`src/rtl/move_collector.sv`:
```
// move_collector: snapshots NUM_CH move channels and streams the non-empty moves out through a FIFO
// Optional capture-first two-pass ordering: define MOVE_COLLECTOR_CAPTURE_FIRST_EN
`timescale 1ns/1ps
module move_collector #(
    parameter int NUM_CH = 16,
    parameter int DEPTH  = 8,
    parameter int MOVE_W = 32
) (
    input  logic                        clk,
    input  logic                        clear,
    input  logic                        enable,
    input  logic                        start,
    input  logic [NUM_CH*MOVE_W-1:0]    move_in,
    output logic                        busy,
    output logic                        done,
    output logic [MOVE_W-1:0]           move_out,
    output logic                        move_valid,
    input  logic                        move_ready,
    output logic [$clog2(NUM_CH+1)-1:0] move_count,
    output logic [$clog2(DEPTH+1)-1:0]  fifo_level
);
    localparam int IW = $clog2(NUM_CH);
    localparam int PW = $clog2(DEPTH);
    localparam int LW = $clog2(DEPTH+1);

`ifdef MOVE_COLLECTOR_CAPTURE_FIRST_EN
    typedef enum logic [2:0] {IDLE, SCAN, SCAN2, DRAIN, DONE} state_t;
`else
    typedef enum logic [2:0] {IDLE, SCAN, DRAIN, DONE} state_t;
`endif

    state_t            state;
    logic [IW-1:0]     idx;
    logic [MOVE_W-1:0] snap [NUM_CH];
    logic [MOVE_W-1:0] mem [DEPTH];
    logic [PW-1:0]     wr_ptr, rd_ptr;
    logic [MOVE_W-1:0] last_out;
    logic [MOVE_W-1:0] cur;
    logic              scanning, want, full, push, adv, pop, last_ch;

    // An empty FIFO keeps presenting the word that was last at its head
    assign move_valid = fifo_level != '0;
    assign move_out   = move_valid ? mem[rd_ptr] : last_out;

    // Per-cycle scan decision: which channel is examined, whether it is pushed or stalls
    always_comb begin
        cur     = snap[idx];
        full    = fifo_level == LW'(DEPTH);
        last_ch = idx == IW'(NUM_CH-1);
`ifdef MOVE_COLLECTOR_CAPTURE_FIRST_EN
        scanning = state == SCAN || state == SCAN2;
        want     = (state == SCAN && cur[29:24] != '0) || (state == SCAN2 && cur != '0 && cur[29:24] == '0);
`else
        scanning = state == SCAN;
        want     = state == SCAN && cur != '0;
`endif
        push = scanning && enable && want && !full;
        adv  = scanning && enable && !(want && full);
        pop  = move_valid && move_ready;
    end

    // Control FSM: snapshot on start, walk the channels, wait for drain, pulse done
    always_ff @(posedge clk) begin
        if (clear) begin
            state      <= IDLE;
            idx        <= '0;
            busy       <= 1'b0;
            done       <= 1'b0;
            move_count <= '0;
        end else begin
            done <= 1'b0;
            if (push) move_count <= move_count + 1'b1;
            if (adv) idx <= last_ch ? '0 : idx + 1'b1;
            case (state)
                IDLE: if (start) begin
                    for (int i = 0; i < NUM_CH; i++) snap[i] <= move_in[i*MOVE_W +: MOVE_W];
                    idx        <= '0;
                    move_count <= '0;
                    busy       <= 1'b1;
                    state      <= SCAN;
                end
`ifdef MOVE_COLLECTOR_CAPTURE_FIRST_EN
                SCAN:  if (adv && last_ch) state <= SCAN2;
                SCAN2: if (adv && last_ch) state <= DRAIN;
`else
                SCAN:  if (adv && last_ch) state <= DRAIN;
`endif
                DRAIN: if (!move_valid) begin
                    state <= DONE;
                    done  <= 1'b1;
                end
                DONE: begin
                    busy  <= 1'b0;
                    state <= IDLE;
                end
                default: state <= IDLE;
            endcase
        end
    end

    // FIFO bookkeeping; a full FIFO refuses a push even if a pop frees space this cycle
    always_ff @(posedge clk) begin
        if (clear) begin
            wr_ptr     <= '0;
            rd_ptr     <= '0;
            fifo_level <= '0;
            last_out   <= '0;
        end else begin
            if (push) wr_ptr <= wr_ptr + 1'b1;
            if (pop) rd_ptr <= rd_ptr + 1'b1;
            fifo_level <= fifo_level + LW'(push) - LW'(pop);
            if (move_valid) last_out <= mem[rd_ptr];
        end
    end

    // FIFO storage, no reset needed since occupancy gates every read
    always_ff @(posedge clk) begin
        if (push) mem[wr_ptr] <= cur;
    end
endmodule

```
`config.mk`:
```
export PLATFORM = sky130hd
export DESIGN_NAME = move_collector
export DESIGN_NICKNAME = d
export VERILOG_FILES = /design/src/rtl/move_collector.sv
export SDC_FILE = /design/constraint.sdc
export NUM_CORES = 1
export LEC_CHECK = 0
export CORE_MARGIN = 5
export CORE_UTILIZATION = 48
export DETAILED_ROUTE_END_ITERATION = 12
export PLACE_DENSITY = 0.76
export SYNTH_ARGS = -nofsm -noshare
export SYNTH_HDL_FRONTEND = slang
export SYNTH_SLANG_ARGS = --single-unit
```
`constraint.sdc`:
```
create_clock -name clk -period 26.9 [get_ports clk]
set_input_delay 5.38 -clock clk [delete_from_list [all_inputs] [get_ports clk]]
set_output_delay 5.38 -clock clk [all_outputs]
set_load 0.05 [all_outputs]
```
# Word-level counts from Yosys, hierarchy flattened
# Memories as Yosys holds them, arrays and structs flattened. A register that Yosys moved wholly into a read port is not among the register bits.
# Index checks and enable logic that the tools add are counted.
# word_totals
register_bits,56
latchBits,0
ramBits,768
mem_bits_ro,0
in_bits,517
out_inout_bits,44
elab_cells,67
memories,2
# classes
addsub,6
multipliers,0
div,0
order_cmp,0
n_eq_ne,8
n_shift,0
muxes,24
bitwise_logic,1
n_reduce_logical,17
# mem_list
memory,depth,width,rd,rd_ports_with_merged_regs,wr,line,text
snap,16,32,1,1,16,34,logic [MOVE_W-1:0] snap [NUM_CH];
mem,8,32,1,1,1,35,logic [MOVE_W-1:0] mem [DEPTH];
# ops
cell,n
2-to-1 mux 32 bit,1
nonzero test 32 bit,1
2-to-1 mux 4 bit,5
2-to-1 mux 3 bit,5
2-to-1 mux 5 bit,3
case mux 3 bit (3 select lines),1
== test 4 bit (second input constant),2
logical AND 1 bit,8
2-to-1 mux 1 bit,8
adder 3 x 1 -> 3 bit (second input constant),2
== test 3 x 2 -> 1 bit (second input constant),2
adder 5 x 1 -> 5 bit (second input constant),1
adder 4 x 1 -> 4 bit,1
adder 4 x 1 -> 4 bit (second input constant),1
!= test 2 bit (second input constant),2
nonzero test 4 bit,1
subtractor 4 x 1 -> 4 bit,1
== test 3 x 1 -> 1 bit (second input constant),1
zero test 3 bit,1
AND reduction 3 bit,1
zero test 1 bit,2
!= test 2 x 1 -> 1 bit (second input constant),1
case mux 1 bit (2 select lines),1
AND reduction 2 bit,1
other kinds (3),3

# Logic depth before layout (Yosys ltp)
# Gate-level depths: netlist (run 1).
# depth
word_depth,9
ltp_mapped,21
ltp_nobuf,15

# Worst setup path after synthesis (run 1)
# No wires, ideal clock.
# synth_timing
path_kind,input to register
start,input port clear
end,memory snap[0][0] (enable)
setup_ns,1.398
arrival_ns,27.002
slack_ns,-1.499
cell_stages,3
n_path_buf,2
cell_sequence,clkbuf_1 > clkbuf_1 > nor2_1
# synth_lines
element,line,text
"start, declared",10,"input logic clear,"
"end, declared",34,

==> summary.md, run 1 <==
| Metric | Value |
|---|---|
| Area used by multi-input combinational logic | 7649 um2 |
| Detailed-route vias per instance | 5.649 |
| Setup slack, reg-to-reg | 20,390 ps |
| CTS Buf Count | 83 |
| Setup_tns | 0 ps |
| RePlAce Congestion | 0.8673 |
| Number of stages on the worst setup path | 5 |
| Peak supply drop | 0.07337 mV |
| Fraction of final layout cells sized beyond drive strength 1 | 15.81% |
| Clock sinks | about 830 |
| Setup repair after global routing missed its margin | false |
| Rows | 95 |
| Xor/xnor share of the synthesized area | 0.1084% |
| Fmax | 108.5 MHz |
| Clock transition at path regs | ~60 ps |
| Cell-by-cell listing of the critical path | buf_4, mux4_2, mux2i_1, o21ai_0, clkdlybuf4s50_1 |
| Detailed-route wire length per cell | 28.23 um |
| DIE AREA | 72,600 um2 |
| Port bufs | 560 |
| Number of vias after detailed routing | 18.03k |
| Register area share after synthesis | between 70 and 80% |
| Worst-case setup slack after placement | 17,980 ps |
| Worst relative slew slack | 12.90% |
| Post-synthesis instance area | 32,310 um2 |
| Commonest non-fill, non-tap cell in the layout | sky130_fd_sc_hd__edfxtp_1 |
| Setup violation total in the final timing report | 0 |
| Fraction of synthesized area in multiplexers | 16.55% |
| Routed WL | 90.08 mm |
| Cell variety after synth | 62 |
| Instance count of the mapped netlist | 1,630 |
| Kind of cell adding the most delay to the critical path | buffers and inverters |
| Simple-gate portion of the synthesized area | roughly 3.8% |
| CTS tree | done |
| Largest net degree at the start of global routing | 210 |
| Hold Vio Cnt, Final | 0 |
| Largest family of logic cells by synthesized area | multiplexers |
| Worst Path Max Fanout | 38 |
| Yosys top cell by area | sky130_fd_sc_hd__edfxtp_1 |
| Start of the worst register-to-register path | idx[1] |
| DRC violation count after routing | 0 |
| Number of I/O pins | approximately 560 |
| Buf/Inv on CP | 2 |
| Area growth from synthesis to final layout | 29.40% |
| Post-synth net total | roughly 2.2k |
| Most area-consuming cells after synthesis | sky130_fd_sc_hd__edfxtp_1 71%, sky130_fd_sc_hd__mux4_2 12%, sky130_fd_sc_hd__mux2i_1 4.5% |
| Net count reported at finish | roughly 2.8k |
| Number of warnings reported in the yosys synthesis log | 0 |
| GRT Resource Usage Total | 24.45% |
| FF+latch count, synth | 826 |
| Clock Root Buffer | sky130_fd_sc_hd__clkbuf_16 |
| Adder-cell share of the synthesized area | 0.6428% |
| Number of fill cells | 4,558 |
| Critical path class | reg -> out |
| Static leakage | 0.01329 uW |
| Final ANT Viol Nets | 0 |
| Measured slew at the worst slew-check pin | ~1300 ps |
| Maximum level of the CTS H-tree | 3 |
| Vias in the first global route | 18.87k |
| Slowest Stage Delay on Critical Path | 920 ps |
| Cells after DPL | between 3k and 4k |
| Status | completed |
| Commonest cells after routing, fill and taps aside | 768 x sky130_fd_sc_hd__edfxtp_1, 559 x sky130_fd_sc_hd__clkdlybuf4s50_1, 169 x sky130_fd_sc_hd__mux4_2 |
| Drt first pass iters | 5 |
| Total overflow reported by the global router | 0 |
| CP Data Arrival Time | 3830 ps |
| Number of buffers added for setup after CTS | 0 |
| Share of the synthesized area in the top cell type | 71.38% |
| Final cell count without fillers | 3,191 |
| Worst R2R End | fifo_level[2] |
| Power density relative to cell area | approximately 87 nW/um2 |
| Global-route wire length before repair | 128.5 mm |
| Maximum Capacitance Violations | 0 |
| Storage cell area | between 20,000 and 25,000 um2 |
| EDFF count, synth | between 700 and 800 |
| Depth of the most critical reg-to-reg path | 17 |
| Vertical die dimension | 269.4 um |
| Bufs on Longest Clock Path | 3 |
| Share of the synthesized area in compound gates (AO/OA/AOI/OAI) | 2.409% |
| Critical Path Source Type | flip-flop |
| Core ar. | ~67,000 um2 |
| Clock network latency to the later pin of the worst-skew pair | about 630 ps |
| Horiz. Die Dim | 269.4 um |
| Prevailing post-synth register cell | sky130_fd_sc_hd__edfxtp_1 |
| Quantity of gates resized following cts | 0 |
| Type of the tightest min-delay check | reg -> reg |
| Minimum period implied by the final worst setup slack | 9213 ps |
| Async set-reset flop share out of synthesis | 0% |
| Hold buffers post-CTS | 0 |
| Initial antenna violation count | 52 |
| Worst hold slack | 515.5 ps |
| Violation count after the first detailed-route iteration | 1,944 |
| Critical Path End Type | primary output |
| Post-route clock period utilization | 34.25% |
| Final Skew | ~23 ps |
| Count of final max-slew check failures | 0 |
| Worst path setup slack after routing | 17,690 ps |
| Crit path capture | move_out[6] |
| Post-synthesis area per instance | 19.82 um2 |
| Data required time at the worst endpoint | 21,520 ps |
| HPWL after detailed placement | 66.08 mm |
| Starting density of the core | 48.28% |
| Critical Path Slowest Stage Cell | sky130_fd_sc_hd__clkdlybuf4s50_1 |
[worst register-to-register path: cells and delay by family, from the launching register on]
kind                       cells  cell delay, ps
buffers and inverters          5            1810
adders and majority gates      3             830
AOI/OAI and AO/OA              2             890
and+or+nand+nor                4            1110
muxes                          2             970
xor gates and xnor gates       1             140
DFF                            1             630
[report_power, final]
group | internal (uW) | switching (uW)
sequential | 1590 | 60.5
clock | 698 | 491
combinational | 309 | 472
[area by class of cell]
class / count / area share, %
antenna: 28 / 0.1676
clock buffer: 105 / 5.309
clock inverter: 50 / 1.499
inverter: 16 / 0.1436
multi-input combinational: 703 / 18.29
sequential: 826 / 57.98
tap: 873 / 2.613
timing repair buffer: 590 / 13.99
[routing by layer]
metal | global-route usage, % | share of wire [%]
met5 | 0 | 0.22
met1 | 30.85 | 37
met4 | 10.47 | 3.5
met2 | 39.59 | 50
met3 | 7.655 | 9.1
[registers in the layout, indices dropped and copies added (netlist names), named ones only]
| signal | count |
|---|---|
| busy | 1 |
| done | 1 |
| fifo_level | 4 |
| idx | 4 |
| last_out | 32 |
| mem | 256 |
| move_count | 5 |
| rd_ptr | 3 |
| snap | 512 |
| state | 2 |
| wr_ptr | 3 |
[through the flow]
| step | util (%) | area [um2] | total power, uW |
|---|---|---|---|
| 3_5_place_dp | 58.12 | 38890 | 2462 |
| 4_1_cts | 62.37 | 41740 | 3649 |
| 2_1_floorplan | - | 32310 | 2209 |
| 5_1_grt | 62.46 | 41800 | 3766 |
| 6_report | 62.48 | 41810 | 3623 |
| 3_3_place_gp | 58.12 | 38890 | 2437 |
[worst min path at each step]
stage | startpoint | end | slack [ps] | cells past startpoint
floorplan | rd_ptr[1] | flip-flop | 450 | 2
global placement | move_count[4] | move_count[4] | 480 | 2
detailed placement | rd_ptr[1] | flip-flop | 500 | 2
CTS | move_count[4] | move_count[4] | 520 | 2
global route | move_count[4] | move_count[4] | 530 | 2
finish | rd_ptr[1] | flip-flop | 520 | 2
[Yosys cell counts, types with 8 or more instances]
library cell               number
sky130_fd_sc_hd__nand2b_1      11
sky130_fd_sc_hd__mux2i_1      145
sky130_fd_sc_hd__buf_4          8
sky130_fd_sc_hd__buf_2         19
sky130_fd_sc_hd__mux4_2       169
sky130_fd_sc_hd__nand3_1       22
sky130_fd_sc_hd__o21ai_0       50
sky130_fd_sc_hd__ha_1          15
sky130_fd_sc_hd__nor2_1        36
sky130_fd_sc_hd__inv_1         15
sky130_fd_sc_hd__mux2_2         8
sky130_fd_sc_hd__o22ai_1        8
sky130_fd_sc_hd__nor2b_1       40
sky130_fd_sc_hd__buf_1         13
sky130_fd_sc_hd__dfxtp_1       58
sky130_fd_sc_hd__buf_6          8
sky130_fd_sc_hd__nand2_1       69
sky130_fd_sc_hd__nor3_1        21
sky130_fd_sc_hd__edfxtp_1     768
sky130_fd_sc_hd__clkbuf_1      37
sky130_fd_sc_hd__a21oi_1       24
[cell families (layout without fill, tap and decap cells)]
family                   Yosys count  count (layout)
flip-flops                       826             826
multiplexers                     322             322
AND/OR/NAND/NOR                  236             236
AO/OA/AOI/OAI                    125             125
buffers and inverters            101             761
adder cells (fa/ha/maj)           16              16
XOR/XNOR                           4               4
other                              0              28
Power figures use the tool's default switching activity.
==> run 2: changes to the inputs <==
Settings changed: CORE_UTILIZATION 48 to 53, PLACE_DENSITY 0.76 to 0.8.
Clock period 26.9 ns to 8.53 ns, I/O delays scaled along.
==> run 2 against run 1 <==
Cell count down 3.2%; clock skew is 10 ps higher; first-iteration DRC count increased by 22%; critical endpoint is now move_out[24].
==> summary.md, run 2 (synthesis gave the netlist of run 1 again) <==
| Metric | Value |
|---|---|
| Clock sinks | 826 (unchanged) |
| Max reg flops | 512 (unchanged) |
| Routed WL | 94.03 mm (+4.4%) |
| Clock transition at path regs | 60 ps (about the same) |
| Drt first pass iters | 5 (unchanged) |
| Largest net degree at the start of global routing | 167 (-20%) |
| Clock network latency to the later pin of the worst-skew pair | 640 ps (about the same) |
| Starting density of the core | 53.53% (+5.2 points) |
| Total power draw | 11,330 uW (+210%) |
| Hold buffers post-CTS | 0 (unchanged) |
| Maximum Capacitance Violations | 0 (unchanged) |
| Final Skew | 32.92 ps (+10.04 ps) |
| Bufs on Longest Clock Path | 3 (unchanged) |
| Core ar. | 60,360 um2 (-9.8%) |
| Vias in the first global route | 18.96k (+0.50%) |
| Net count reported at finish | 2,745 (-0.29%) |
| RePlAce Congestion | 0.9041 (+4.2%) |
| Fmax | 174.1 MHz |
| Quantity of gates resized following cts | 0 (unchanged) |
| Setup_tns | 0 ps (unchanged) |
| CTS tree | done |
| Area growth from synthesis to final layout | 28.36% |
| Worst path setup slack after routing | 2787 ps (-14,900 ps) |
| Setup repair after global routing missed its margin | false |
| Rows | 90 (-5.3%) |
| Critical Path End Type | primary output |
| Vertical die dimension | 256.9 um (-4.7%) |
| Slowest Stage Delay on Critical Path | 770 ps (-150 ps) |
| Global-route wire length before repair | 131.9 mm (+2.7%) |
| Initial antenna violation count | 37 (-29%) |
| Static leakage | 0.01318 uW (-0.88%) |
| Worst-case setup slack after placement | 2825 ps (-15,160 ps) |
| Status | completed |
| Number of cells traversed by the worst hold path | 2 (unchanged) |
| Critical Path Source Type | flip-flop |
| Minimum period implied by the final worst setup slack | 5743 ps |
| Port bufs | 560 (unchanged) |
| Number of I/O pins | 561 (unchanged) |
| Worst Path Max Fanout | 38 (unchanged) |
| Registers with the most flip-flops | snap: 512 flops, mem: 256 flops, last_out: 32 flops |
| Critical path class | reg -> out |
| Commonest non-fill, non-tap cell in the layout | sky130_fd_sc_hd__edfxtp_1 |
| Data required time at the worst endpoint | 6820 ps (-14,700 ps) |
| Peak supply drop | 0.1754 mV (+140%) |
| Number of vias after detailed routing | 18.67k (+3.6%) |
| Detailed-route vias per instance | 6.047 (+7.0%) |
| Post-route clock period utilization | 67.33% |
| HPWL after detailed placement | 67.66 mm (+2.4%) |
| Total overflow reported by the global router | 0 (unchanged) |
| Clock Root Buffer | sky130_fd_sc_hd__clkbuf_16 |
| Type of the tightest min-delay check | reg -> reg |
| Setup violation total in the final timing report | 0 (unchanged) |
| Maximum level of the CTS H-tree | 3 (unchanged) |
| Violation count after the first detailed-route iteration | 2,370 (+22%) |
| Detailed-route wire length per cell | 30.45 um (+7.9%) |
| GRT Resource Usage Total | 27.63% (+3.2 points) |
| Count of final max-slew check failures | 0 (unchanged) |
| Final cell count without fillers | 3,088 (-3.2%) |
| Cell-by-cell listing of the critical path | buf_4, mux4_2, mux2i_1, o21ai_0, clkdlybuf4s50_1 |
| Horiz. Die Dim | 256.9 um (-4.7%) |
| DIE AREA | 66,000 um2 (-9.1%) |
| Depth of the most critical reg-to-reg path | 16 (-1) |
| Critical Path Slowest Stage Cell | sky130_fd_sc_hd__clkdlybuf4s50_1 |
| CTS Buf Count | 83 (unchanged) |
| Power density relative to cell area | 273.1 nW/um2 (+220%) |
| Hold Vio Cnt, Final | 0 (unchanged) |
| Top reg by flops | snap |
| Start of the worst register-to-register path | idx[1] |
| Cells after DPL | 2,909 (-3.3%) |
| Fraction of final layout cells sized beyond drive strength 1 | 14.74% (-1.1 points) |
| DRC violation count after routing | 0 (unchanged) |
| Measured slew at the worst slew-check pin | 1266 ps (-26.50 ps) |
| Commonest cells after routing, fill and taps aside | 768 x sky130_fd_sc_hd__edfxtp_1, 559 x sky130_fd_sc_hd__clkdlybuf4s50_1, 169 x sky130_fd_sc_hd__mux4_2 |
| Worst R2R End | fifo_level[2] |
| Hold Startpoint | rd_ptr[1] |
| Setup slack, reg-to-reg | 2840 ps (-17,550 ps) |
| Number of buffers added for setup after CTS | 0 (unchanged) |
| Final ANT Viol Nets | 0 (unchanged) |
| CP Data Arrival Time | 4040 ps (+210 ps) |
| Worst relative slew slack | 14.68% (+1.8 points) |
## run 2: layout make-up
class | instances | area (um2)
antenna | 27 | 67.56
clock buffer | 106 | 2173
clock inverter | 46 | 479.2
fill | 3692 | 18890
inverter | 16 | 60.06
multi-input combinational | 703 | 7644
sequential | 826 | 24240
tap | 782 | 978.4
timing repair buffer | 582 | 5828
## run 2: worst max-delay path by stage
| stage | start | slack, ps | endpoint |
|---|---|---|---|
| floorplan | clear | -1430 | snap[0][0] |
| global placement | idx[1] | 2940 | fifo_level[2] |
| detailed placement | idx[1] | 2830 | fifo_level[2] |
| CTS | flip-flop | 2700 | move_out[24] |
| global route | flip-flop | 2370 | move_out[24] |
| finish | flip-flop | 2790 | move_out[24] |
## run 2: worst max-delay path: cells and delay by family, from the launching register on
kind,cells,cell delay [ps]
AOI/OAI and AO/OA,1,200
buffers and inverters,2,1470
DFF,1,690
muxes,2,1020
## run 2: where the power goes
group	internal, uW	switching (uW)
combinational	980	1530
sequential	5020	204
clock	2080	1520
## run 2: layer usage
metal	up-vias	GRT usage [%]	routed length (um)
met5	-	0	34
met4	6	10.69	3682
met3	179	6.510	9559
met2	1264	45.70	47890
met1	9404	36.14	32860
li1	7821	-	-
## run 2: metrics by stage
| stage | util, % | cell area, um2 | hold slack [ps] |
|---|---|---|---|
| 2_1_floorplan | - | 32350 | 454.1 |
| 3_5_place_dp | 64.20 | 38750 | 467.2 |
| 5_1_grt | 68.69 | 41460 | 492.1 |
| 6_report | 68.71 | 41470 | 489.0 |
| 4_1_cts | 68.60 | 41400 | 483.1 |
| 3_3_place_gp | 64.20 | 38750 | 454.3 |
